File: src/rtl/chip8_pkg.sv
// Shared types and constants for the CHIP-8 draw engine: FSM states, display
// geometry defaults and sprite dimensions.
package chip8_pkg;

   typedef enum logic [2:0] {
      StIdle,
      StAddr,
      StAddr2,
      StRow,
      StClear,
      StDone
   } draw_state_e;

   localparam int unsigned DispWDefault  = 64;
   localparam int unsigned DispHDefault  = 32;
   localparam int unsigned SchipDispW    = 128;
   localparam int unsigned SchipDispH    = 64;

   localparam int unsigned SpriteWNarrow = 8;
   localparam int unsigned SpriteWWide   = 16;
   localparam int unsigned WideRows      = 16;

   // Sprite bytes are MSB-first on screen while framebuffer bit c is column c.
   function automatic logic [15:0] bit_reverse16(input logic [15:0] v);
      logic [15:0] r;
      for (int k = 0; k < 16; k++) begin
         r[k] = v[15-k];
      end
      return r;
   endfunction

endpackage

File: src/rtl/chip8_draw_engine_if.sv
// Command, sprite-memory and framebuffer signals between the CHIP-8 core and
// the draw engine.
interface chip8_draw_engine_if import chip8_pkg::*; #(
   parameter int unsigned DISP_W = DispWDefault,
   parameter int unsigned DISP_H = DispHDefault,
   parameter int unsigned ADDR_W = 12
);
   localparam int unsigned RowW = $clog2(DISP_H);

   logic              start;
   logic              clr_start;
   logic [7:0]        x_in;
   logic [7:0]        y_in;
   logic [3:0]        n_in;
   logic [ADDR_W-1:0] i_in;
   logic              clip_en;
   logic              busy;
   logic              done;
   logic              collision;
   logic [ADDR_W-1:0] mem_addr;
   logic [7:0]        mem_rdata;
   logic [RowW-1:0]   fb_row;
   logic [DISP_W-1:0] fb_rdata;
   logic              fb_we;
   logic [DISP_W-1:0] fb_wdata;

   modport master (
      output start, clr_start, x_in, y_in, n_in, i_in, clip_en, mem_rdata, fb_rdata,
      input  busy, done, collision, mem_addr, fb_row, fb_we, fb_wdata
   );

   modport slave (
      input  start, clr_start, x_in, y_in, n_in, i_in, clip_en, mem_rdata, fb_rdata,
      output busy, done, collision, mem_addr, fb_row, fb_we, fb_wdata
   );

endinterface

File: src/rtl/chip8_sprite_row.sv
// Combinational sprite-row placer: turns up to 16 sprite pixels into a
// framebuffer-row XOR mask, wrapping or clipping at the right edge.
module chip8_sprite_row import chip8_pkg::*; #(
   parameter int unsigned DISP_W = DispWDefault
) (
   input  logic [15:0]                spr_data,
   input  logic                       wide,
   input  logic [$clog2(DISP_W)-1:0]  x0,
   input  logic                       clip_en,
   output logic [DISP_W-1:0]          mask
);

   logic [15:0]         pix;
   logic [2*DISP_W-1:0] placed;

   // Shift into a double-width row; the upper half holds pixels past the edge.
   always_comb begin
      pix = bit_reverse16(spr_data);
      if (!wide) begin
         pix[15:8] = 8'h00;
      end
      placed = {{(2*DISP_W-16){1'b0}}, pix} << x0;
      mask   = placed[DISP_W-1:0];
      if (!clip_en) begin
         mask = mask | placed[2*DISP_W-1:DISP_W];
      end
   end

endmodule

File: src/rtl/chip8_draw_engine.sv
// Multi-cycle DXYN/00E0 engine: fetches sprite bytes over a synchronous read
// port and read-modify-writes the framebuffer one row per cycle.
module chip8_draw_engine import chip8_pkg::*; #(
   parameter int unsigned DISP_W  = DispWDefault,
   parameter int unsigned DISP_H  = DispHDefault,
   parameter int unsigned ADDR_W  = 12,
   parameter bit          WIDE_EN = 1'b0
) (
   input logic                instruction_clk,
   input logic                rst,
   chip8_draw_engine_if.slave bus
);

   localparam int unsigned XW   = $clog2(DISP_W);
   localparam int unsigned YW   = $clog2(DISP_H);
   // Wide enough for row index 0..15, clear index 0..DISP_H-1 and y0+row.
   localparam int unsigned CntW = ((YW > 4) ? YW : 4) + 1;

   draw_state_e       state_q, state_d;
   logic [XW-1:0]     x0_q, x0_d;
   logic [YW-1:0]     y0_q, y0_d;
   logic [4:0]        rows_q, rows_d;
   logic              wide_q, wide_d;
   logic              clip_q, clip_d;
   logic [CntW-1:0]   row_q, row_d;
   logic [7:0]        hi_q, hi_d;
   logic [ADDR_W-1:0] mem_addr_q, mem_addr_d;
   logic              collision_q, collision_d;

   logic [XW+7:0]     x_ext;
   logic [YW+7:0]     y_ext;
   logic              wide_cmd;
   logic [CntW-1:0]   y_sum;
   logic              y_off;
   logic [15:0]       spr_data;
   logic [DISP_W-1:0] mask;
   logic              busy;
   logic              done;
   logic              fb_we;
   logic [YW-1:0]     fb_row;
   logic [DISP_W-1:0] fb_wdata;

   assign x_ext    = {{XW{1'b0}}, bus.x_in};
   assign y_ext    = {{YW{1'b0}}, bus.y_in};
   assign wide_cmd = WIDE_EN && (bus.n_in == 4'd0);
   assign y_sum    = CntW'(y0_q) + row_q;
   assign y_off    = (y_sum >= CntW'(DISP_H));
   assign spr_data = wide_q ? {hi_q, bus.mem_rdata} : {bus.mem_rdata, 8'h00};

   chip8_sprite_row #(
      .DISP_W (DISP_W)
   ) u_sprite_row (
      .spr_data (spr_data),
      .wide     (wide_q),
      .x0       (x0_q),
      .clip_en  (clip_q),
      .mask     (mask)
   );

   always_comb begin
      state_d     = state_q;
      x0_d        = x0_q;
      y0_d        = y0_q;
      rows_d      = rows_q;
      wide_d      = wide_q;
      clip_d      = clip_q;
      row_d       = row_q;
      hi_d        = hi_q;
      mem_addr_d  = mem_addr_q;
      collision_d = collision_q;
      busy        = 1'b0;
      done        = 1'b0;
      fb_we       = 1'b0;
      fb_row      = '0;
      fb_wdata    = '0;

      unique case (state_q)
         StIdle: begin
            if (bus.clr_start) begin
               state_d     = StClear;
               row_d       = '0;
               collision_d = 1'b0;
            end else if (bus.start) begin
               x0_d        = x_ext[XW-1:0];
               y0_d        = y_ext[YW-1:0];
               wide_d      = wide_cmd;
               clip_d      = bus.clip_en;
               rows_d      = wide_cmd ? 5'(WideRows) : {1'b0, bus.n_in};
               row_d       = '0;
               mem_addr_d  = bus.i_in;
               collision_d = 1'b0;
               state_d     = (bus.n_in == 4'd0 && !WIDE_EN) ? StDone : StAddr;
            end
         end

         StAddr: begin
            busy       = 1'b1;
            mem_addr_d = mem_addr_q + ADDR_W'(1);
            state_d    = wide_q ? StAddr2 : StRow;
         end

         StAddr2: begin
            busy       = 1'b1;
            hi_d       = bus.mem_rdata;
            mem_addr_d = mem_addr_q + ADDR_W'(1);
            state_d    = StRow;
         end

         StRow: begin
            busy     = 1'b1;
            fb_row   = y_sum[YW-1:0];
            fb_wdata = bus.fb_rdata ^ mask;
            // Clipped rows still take their cycles but never write or collide.
            fb_we    = !(clip_q && y_off);
            if (fb_we && ((bus.fb_rdata & mask) != '0)) begin
               collision_d = 1'b1;
            end
            if (row_q == CntW'(rows_q) - CntW'(1)) begin
               state_d = StDone;
            end else begin
               row_d   = row_q + CntW'(1);
               state_d = StAddr;
            end
         end

         StClear: begin
            busy   = 1'b1;
            fb_row = row_q[YW-1:0];
            fb_we  = 1'b1;
            if (row_q == CntW'(DISP_H - 1)) begin
               state_d = StDone;
            end else begin
               row_d = row_q + CntW'(1);
            end
         end

         StDone: begin
            done    = 1'b1;
            state_d = StIdle;
         end

         default: state_d = StIdle;
      endcase
   end

   always_ff @(posedge instruction_clk or posedge rst) begin
      if (rst) begin
         state_q     <= StIdle;
         x0_q        <= '0;
         y0_q        <= '0;
         rows_q      <= '0;
         wide_q      <= 1'b0;
         clip_q      <= 1'b0;
         row_q       <= '0;
         hi_q        <= '0;
         mem_addr_q  <= '0;
         collision_q <= 1'b0;
      end else begin
         state_q     <= state_d;
         x0_q        <= x0_d;
         y0_q        <= y0_d;
         rows_q      <= rows_d;
         wide_q      <= wide_d;
         clip_q      <= clip_d;
         row_q       <= row_d;
         hi_q        <= hi_d;
         mem_addr_q  <= mem_addr_d;
         collision_q <= collision_d;
      end
   end

   assign bus.busy      = busy;
   assign bus.done      = done;
   assign bus.collision = collision_q;
   assign bus.mem_addr  = mem_addr_q;
   assign bus.fb_row    = fb_row;
   assign bus.fb_we     = fb_we;
   assign bus.fb_wdata  = fb_wdata;

endmodule

File: src/flat_wrapper.sv
// flat-port wrapper written by rule: the top's interface ports become plain ports
module chip8_draw_engine_flat import chip8_pkg::*;
#(
   parameter int unsigned DISP_W  = DispWDefault,
   parameter int unsigned DISP_H  = DispHDefault,
   parameter int unsigned ADDR_W  = 12,
   parameter bit          WIDE_EN = 1'b0
)
  (instruction_clk, rst, bus_start, bus_clr_start, bus_x_in, bus_y_in, bus_n_in, bus_i_in, bus_clip_en, bus_mem_rdata, bus_fb_rdata, bus_busy, bus_done, bus_collision, bus_mem_addr, bus_fb_row, bus_fb_we, bus_fb_wdata);
  chip8_draw_engine_if #(.DISP_W(DISP_W), .DISP_H(DISP_H), .ADDR_W(ADDR_W)) bus_i ();
  input logic instruction_clk;
  input logic rst;
  input wire logic [$bits(bus_i.start)-1:0] bus_start;
  input wire logic [$bits(bus_i.clr_start)-1:0] bus_clr_start;
  input wire logic [$bits(bus_i.x_in)-1:0] bus_x_in;
  input wire logic [$bits(bus_i.y_in)-1:0] bus_y_in;
  input wire logic [$bits(bus_i.n_in)-1:0] bus_n_in;
  input wire logic [$bits(bus_i.i_in)-1:0] bus_i_in;
  input wire logic [$bits(bus_i.clip_en)-1:0] bus_clip_en;
  input wire logic [$bits(bus_i.mem_rdata)-1:0] bus_mem_rdata;
  input wire logic [$bits(bus_i.fb_rdata)-1:0] bus_fb_rdata;
  output wire logic [$bits(bus_i.busy)-1:0] bus_busy;
  output wire logic [$bits(bus_i.done)-1:0] bus_done;
  output wire logic [$bits(bus_i.collision)-1:0] bus_collision;
  output wire logic [$bits(bus_i.mem_addr)-1:0] bus_mem_addr;
  output wire logic [$bits(bus_i.fb_row)-1:0] bus_fb_row;
  output wire logic [$bits(bus_i.fb_we)-1:0] bus_fb_we;
  output wire logic [$bits(bus_i.fb_wdata)-1:0] bus_fb_wdata;
  assign bus_i.start = bus_start;
  assign bus_i.clr_start = bus_clr_start;
  assign bus_i.x_in = bus_x_in;
  assign bus_i.y_in = bus_y_in;
  assign bus_i.n_in = bus_n_in;
  assign bus_i.i_in = bus_i_in;
  assign bus_i.clip_en = bus_clip_en;
  assign bus_i.mem_rdata = bus_mem_rdata;
  assign bus_i.fb_rdata = bus_fb_rdata;
  assign bus_busy = bus_i.busy;
  assign bus_done = bus_i.done;
  assign bus_collision = bus_i.collision;
  assign bus_mem_addr = bus_i.mem_addr;
  assign bus_fb_row = bus_i.fb_row;
  assign bus_fb_we = bus_i.fb_we;
  assign bus_fb_wdata = bus_i.fb_wdata;
  chip8_draw_engine #(.DISP_W(DISP_W), .DISP_H(DISP_H), .ADDR_W(ADDR_W), .WIDE_EN(WIDE_EN)) u_core (.instruction_clk(instruction_clk), .rst(rst), .bus(bus_i));
endmodule
File: config.mk
export PLATFORM = sky130hd
export DESIGN_NAME = chip8_draw_engine_flat
export DESIGN_NICKNAME = d
export VERILOG_FILES = /design/src/rtl/chip8_pkg.sv /design/src/rtl/chip8_draw_engine_if.sv /design/src/rtl/chip8_sprite_row.sv /design/src/rtl/chip8_draw_engine.sv /design/src/flat_wrapper.sv
export SDC_FILE = /design/constraint.sdc
export NUM_CORES = 1
export LEC_CHECK = 0
export ABC_AREA = 1
export ABC_CLOCK_PERIOD_IN_PS = 2800
export BUFFER_PORTS_ARGS = -buffer_cell sky130_fd_sc_hd__buf_2
export CORE_MARGIN = 4
export CORE_UTILIZATION = 45
export DETAILED_ROUTE_END_ITERATION = 8
export PLACE_DENSITY = 0.75
export SYNTH_ARGS = -nofsm -noshare
export SYNTH_HDL_FRONTEND = slang
export SYNTH_SLANG_ARGS = --single-unit
File: constraint.sdc
create_clock -name instruction_clk -period 2.8 [get_ports instruction_clk]
set_input_delay 0.28 -clock instruction_clk [delete_from_list [all_inputs] [get_ports instruction_clk]]
set_output_delay 0.28 -clock instruction_clk [all_outputs]
set_load 0.05 [all_outputs]
==> results.sh, run 1 <==
export IMPL_hpwl_mm=12.0
export IMPL_netlist_instances=797
export IMPL_die_x_um=113
export IMPL_crit_path_end_kind="output pin"
export IMPL_hold_viol_final=0
export IMPL_status="completed"
export IMPL_synth_warnings=0
export IMPL_start_kind="flop"
export IMPL_cts_root_buf="clkbuf_8"
export IMPL_crit_type="flop to output pin"
export IMPL_fp_coreArea_mm2=0.0108
export IMPL_critPathBufInv=3
export IMPL_synth_area_per_cell_um2=6.21
export IMPL_cp_slowest_cell="dfrtp_2"
export IMPL_routabilityCongestion=0.893
export IMPL_grt_setup_unrepaired="yes"
export IMPL_peakVddDrop_uv=782
export IMPL_clockBufferDepth=2
export IMPL_rrSetupSlack_ns=0.21
export IMPL_path_cells="buf_4 > nand2_1 > o21ai_1 > nor2_1 > o21ai_1 > nor2_1 > nand2_1 > a21oi_2 > ha_1 > inv_1 > nor2_1 > buf_6"
export IMPL_worst_pin_slew_ns=0.627
export IMPL_crit_arrival_ns=2.41
export IMPL_finalCritPeriodShare_pct=96.0
export IMPL_cts_buffers=5
export IMPL_grt_max_degree=39
export IMPL_synth_cell_types=41
export IMPL_skew_ns=0.00852
export IMPL_path_clk_slew_ns=0.08
export IMPL_grt_pass1_vias=5177
export IMPL_syn2layout_area_growth_pct=27.9
export IMPL_critPathMaxFanout=6
export IMPL_fmax_mhz=372
export IMPL_hold_ws_ns=0.207
export IMPL_drive_gt1_share_pct=26.8
export IMPL_holdCritPathClass="primary input to flop"
export IMPL_port_buffers=188
export IMPL_relSlewSlack_pct=58.2
export IMPL_instances_no_fill=1116
export IMPL_critPathMostFrequentCell="nor2_1"
export IMPL_synth_seq_cells=38
export IMPL_grt_antenna_before_repair=1
export IMPL_synth_seq_area_share_pct=19.2
export IMPL_netlist_area_mm2=0.00495
export IMPL_drt_first_pass_iters=5
export IMPL_antenna_left=0
export IMPL_wl_mm=14.9
export IMPL_vias=5565
export IMPL_powerDensity_mw_per_mm2=1130
export IMPL_syn_num_nets=979
export IMPL_total_power_w=0.00717
export IMPL_finalSetupViolations=0
export IMPL_grt_usage_pct=22.4
export IMPL_drtIter0Drc=310
export IMPL_cts_tree="done"
export IMPL_dieArea_mm2=0.0127
export IMPL_antenna_cells=0
export IMPL_clock_sinks=38
export IMPL_vias_per_cell=4.99
export IMPL_place_inst=1105
export IMPL_rows=38
export IMPL_fin_nets=1157
export IMPL_drcViolationCount=0
export IMPL_start_util_pct=45.8
export IMPL_maxCapViolCount=0
export IMPL_clock_latency_ns=0.30
export IMPL_grt_pass1_wl_mm=23.9
export IMPL_crit_required_ns=2.52
export IMPL_path_delay_family="simple AND/OR/NAND/NOR gates"
export IMPL_maxSlewViolCount=0
export IMPL_die_y_um=113
export IMPL_htreeDepth=2
export IMPL_ioPinCount=194
export IMPL_layout_min_cycle_time_ns=2.69
export IMPL_cpPeakStageDelay_ns=0.44
export IMPL_wl_per_cell_um=13.4
export IMPL_p_leak_nw=3.72
export IMPL_grt_overflow=0
flip-flops by register name, indices dropped and copies added, names as in the netlist:
name / flops
u_core.bus.mem_addr: 12
u_core.row_q: 6
u_core.x0_q: 6
u_core.y0_q: 5
u_core.rows_q: 4
u_core.state_q: 3
u_core.bus.collision: 1
u_core.clip_q: 1
power breakdown:
group          total [W]  internal, W  switching, W
combinational    0.00570      0.00166       0.00404
clock           0.000409     0.000198      0.000211
sequential       0.00106     0.000794      0.000268
cell type report:
class / instances / area [um^2]
clock buffer: 6 / 82.6
timing repair buffer: 202 / 1190
sequential: 38 / 952
multi-input combinational: 616 / 3490
tap: 140 / 175
fill: 1078 / 4470
clock inverter: 2 / 12.5
inverter: 112 / 423
per-stage QoR:
stage | worst slack, ns | TNS, ns | instance area (um^2) | util (%)
after floorplan | 0.302 | 0 | 4950 | -
after global placement | 0.171 | 0 | 6000 | 55.6
after detailed placement | 0.124 | 0 | 6000 | 55.6
after CTS | 0.0126 | 0 | 6110 | 56.6
after global routing | -0.0880 | -0.421 | 6320 | 58.6
final | 0.113 | 0 | 6320 | 58.6
cells in the final DEF (no fill, tap or decap), types with 16 or more instances in the layout:
| cell | synthesis | final |
|---|---|---|
| a21oi_1 | 43 | 37 |
| buf_2 | 13 | 151 |
| buf_4 | 2 | 23 |
| dfrtp_1 | 38 | 37 |
| ha_1 | 72 | 72 |
| inv_1 | 106 | 104 |
| nand2_1 | 153 | 152 |
| nand3_1 | 40 | 40 |
| nor2_1 | 193 | 186 |
| o21ai_0 | 33 | 24 |
| o21ai_1 | 9 | 16 |
final timing paths:
kind                                                   from                            endpoint  cells after the start
setup / recovery                 u_core.x0_q[0]$_DFFE_PP0P_                    bus_fb_wdata[17]                     12
hold / removal                                  bus_y_in[4]          u_core.y0_q[4]$_DFFE_PP0P_                      2
setup reg to reg                 u_core.x0_q[0]$_DFFE_PP0P_    u_core.bus.collision$_DFFE_PP0P_                     22
hold reg to reg            u_core.bus.collision$_DFFE_PP0P_    u_core.bus.collision$_DFFE_PP0P_                      2
max in group asynchronous                               rst          u_core.x0_q[0]$_DFFE_PP0P_                      4
min in group asynchronous                               rst  u_core.bus.mem_addr[6]$_DFFE_PP0P_                      3
synthesized netlist by cell type (all sizes together):
| master | n | area (um^2) |
|---|---|---|
| a211oi | 1 | 12.5 |
| a21oi | 43 | 215 |
| a22oi | 1 | 7.51 |
| a31oi | 1 | 6.26 |
| and2 | 1 | 6.26 |
| buf | 18 | 98.8 |
| clkbuf | 13 | 48.8 |
| clkinv | 3 | 11.3 |
| dfrtp | 38 | 951 |
| fa | 1 | 20.0 |
| ha | 72 | 901 |
| inv | 109 | 409 |
| mux2 | 6 | 67.6 |
| nand2 | 158 | 606 |
| nand3 | 40 | 200 |
| nand4 | 5 | 31.3 |
| nor2 | 199 | 782 |
| nor3 | 6 | 46.3 |
| nor3b | 1 | 7.51 |
| nor4 | 2 | 12.5 |
| o211ai | 4 | 30.0 |
| o21a | 2 | 15.0 |
| o21ai | 50 | 280 |
| o22ai | 1 | 6.26 |
| o2bb2ai | 1 | 8.76 |
| o31ai | 1 | 7.51 |
| or2 | 7 | 43.8 |
| xnor2 | 3 | 26.3 |
| xor2 | 10 | 87.6 |
logic make-up after synthesis:
logic type / synth area share (%)
AND/OR/NAND/NOR: 35.1
buffers and inverters: 11.5
AO/OA/AOI/OAI: 11.9
adder cells (fa/ha/maj): 18.6
flip-flops: 19.2
XOR/XNOR: 2.30
multiplexers: 1.37
routing by layer:
metal  vias to the layer above  global-route usage, %  part of all wire [%]
met2                       188                   39.6                    50
met5                         -                      0                 0.080
met4                         2                   5.13                   1.4
met1                      2478                   29.0                    42
met3                        19                   3.26                   6.4
li1                       2878                      -                     -
repair_timing:
action | 4_1_cts | 5_1_grt
hold buffers | 1 | 0
hold endpoints to repair | 6 | 0
pin swaps | 0 | 7
resized for setup | 8 | 92
buffers inserted | 0 | 2
setup endpoints to repair | 17 | 64
Power figures use the tool's default switching activity.
==> run 2: changes to the inputs <==
--- a/config.mk
+++ b/config.mk
@@ -12,6 +12,7 @@
 export CORE_UTILIZATION = 45
 export DETAILED_ROUTE_END_ITERATION = 8
 export PLACE_DENSITY = 0.75
+export RECOVER_POWER = 25
 export SYNTH_ARGS = -nofsm -noshare
 export SYNTH_HDL_FRONTEND = slang
 export SYNTH_SLANG_ARGS = --single-unit
==> results.sh, run 2 (same netlist as run 1, synthesis figures left out) <==
export IMPL_status="complete, but fails checks"
export IMPL_violations="capacitance limit, slew limit"
export IMPL_r2r_end="u_core.bus.collision$_DFFE_PP0P_"
export IMPL_die_y_um=113
export IMPL_ioPinCount=194
export IMPL_hpwl_mm=12.0
export IMPL_place_inst=1105
export IMPL_crit_type="flop to output pin"
export IMPL_instances_no_fill=1116
export IMPL_finalCritPeriodShare_pct=96.4
export IMPL_cts_root_buf="clkbuf_8"
export IMPL_finalSetupViolations=0
export IMPL_grt_antenna_before_repair=1
export IMPL_htreeDepth=2
export IMPL_worst_pin_slew_ns=1.52
export IMPL_clockBufferDepth=2
export IMPL_layout_commonest_cell="nor2_1"
export IMPL_vias=5539
export IMPL_syn2layout_area_growth_pct=27.4
export IMPL_clock_latency_ns=0.30
export IMPL_p_leak_nw=3.68
export IMPL_setup_ws_ns=0.102
export IMPL_total_power_w=0.00714
export IMPL_port_buffers=188
export IMPL_grt_usage_pct=22.4
export IMPL_dieArea_mm2=0.0127
export IMPL_rrSetupSlack_ns=0.21
export IMPL_holdCritPathClass="primary input to flop"
export IMPL_grt_overflow=0
export IMPL_layout_min_cycle_time_ns=2.70
export IMPL_grt_pass1_vias=5177
export IMPL_crit_arrival_ns=2.42
export IMPL_wl_mm=14.9
export IMPL_pre_cts_ws_ns=0.124
export IMPL_rows=38
export IMPL_drcViolationCount=0
export IMPL_hold_ws_ns=0.208
export IMPL_antenna_cells=0
export IMPL_path_clk_slew_ns=0.08
export IMPL_mostFrequentLayoutCells="nor2_1, nand2_1, buf_2"
export IMPL_drive_gt1_share_pct=25.4
export IMPL_critPathMaxFanout=6
export IMPL_hold_end="u_core.y0_q[3]$_DFFE_PP0P_"
export IMPL_placed_cell_area_mm2=0.00600
export IMPL_hold_viol_final=0
export IMPL_skew_ns=0.00738
export IMPL_die_x_um=113
export IMPL_powerDensity_mw_per_mm2=1130
export IMPL_min_path_cells=2
export IMPL_vias_per_cell=4.96
export IMPL_hold_start="bus_y_in[3]"
export IMPL_grt_pass1_wl_mm=23.9
export IMPL_antenna_left=0
export IMPL_fin_nets=1157
export IMPL_final_cell_area_mm2=0.00630
export IMPL_fp_coreArea_mm2=0.0108
export IMPL_routabilityCongestion=0.893
export IMPL_largest_register_ffs=12
export IMPL_maxCapViolCount=1
export IMPL_fmax_mhz=371
export IMPL_relSlewSlack_pct=-1.39
export IMPL_start_util_pct=45.8
export IMPL_cts_tree="done"
export IMPL_maxSlewViolCount=28
export IMPL_drt_first_pass_iters=5
export IMPL_grt_max_degree=39
export IMPL_cts_buffers=5
export IMPL_crit_required_ns=2.52
export IMPL_grt_setup_unrepaired="yes"
export IMPL_peakVddDrop_uv=766
export IMPL_clock_sinks=38
export IMPL_drtIter0Drc=362
export IMPL_wl_per_cell_um=13.3
export IMPL_reg2reg_from="u_core.x0_q[0]$_DFFE_PP0P_"
export IMPL_crit_path_end_kind="output pin"
export IMPL_reg2regPathDepth=22
export IMPL_start_kind="flop"
==> run 2: cell count changes in the layout (fill, tap and decap cells not counted), sizes merged <==
| cell | previous run | this run |
|---|---|---|
| buf | 187 | 173 |
| clkbuf | 20 | 34 |
==> run 2: worst max-delay path: stages (launching register included) <==
cell and delay (ns):
dfrtp_2 0.44, buf_4 0.15, nand2_1 0.06, o21ai_1 0.08, nor2_1 0.18, o21ai_1 0.10
nor2_1 0.18, nand2_1 0.13, a21oi_2 0.23, ha_1 0.25, inv_1 0.06, nor2_1 0.06
buf_6 0.19
==> run 2: metrics by stage <==
step,setup TNS (ns),util (%)
finish,0,58.4
global route,-0.421,58.4
CTS,0,56.6
detailed placement,0,55.6
global placement,0,55.6
floorplan,0,-
==> run 2: timing repair <==
item,CTS,global route
setup buffers,0,2
gates cloned,0,0
resized for setup,8,92
pin swaps,0,7
endpoints found under the hold margin,6,0
endpoints found under the setup margin,17,64
hold buffers,1,0
==> run 2: metal layers <==
layer	GRT usage, %	vias up	share of wire [%]
li1	-	2878	-
met1	29.0	2457	42
met2	39.6	182	50
met3	3.26	20	6.1
met4	5.13	2	1.4
met5	0	-	0.081
==> run 2: how the worst max path moves through the flow <==
stage	startpoint	to	slack, ns	cells after the start
2_1_floorplan	u_core.x0_q[0]$_DFFE_PP0P_	bus_fb_wdata[45]	0.30	11
3_3_place_gp	u_core.x0_q[0]$_DFFE_PP0P_	u_core.bus.collision$_DFFE_PP0P_	0.17	21
3_5_place_dp	u_core.x0_q[0]$_DFFE_PP0P_	u_core.bus.collision$_DFFE_PP0P_	0.12	20
4_1_cts	u_core.x0_q[0]$_DFFE_PP0P_	bus_fb_wdata[51]	0.01	11
5_1_grt	u_core.x0_q[0]$_DFFE_PP0P_	bus_fb_wdata[17]	-0.09	12
6_report	u_core.x0_q[0]$_DFFE_PP0P_	bus_fb_wdata[17]	0.10	12
==> run 2: cell type report <==
class	instances	area, um^2
clock buffer	6	82.6
clock inverter	2	12.5
fill	1086	4490
inverter	112	423
multi-input combinational	616	3490
sequential	38	952
tap	140	175
timing repair buffer	202	1170
==> run 2: where the power goes <==
group	internal, W	switching, W
Combinational	0.00163	0.00404
Sequential	0.000794	0.000268
Clock	0.000198	0.000208
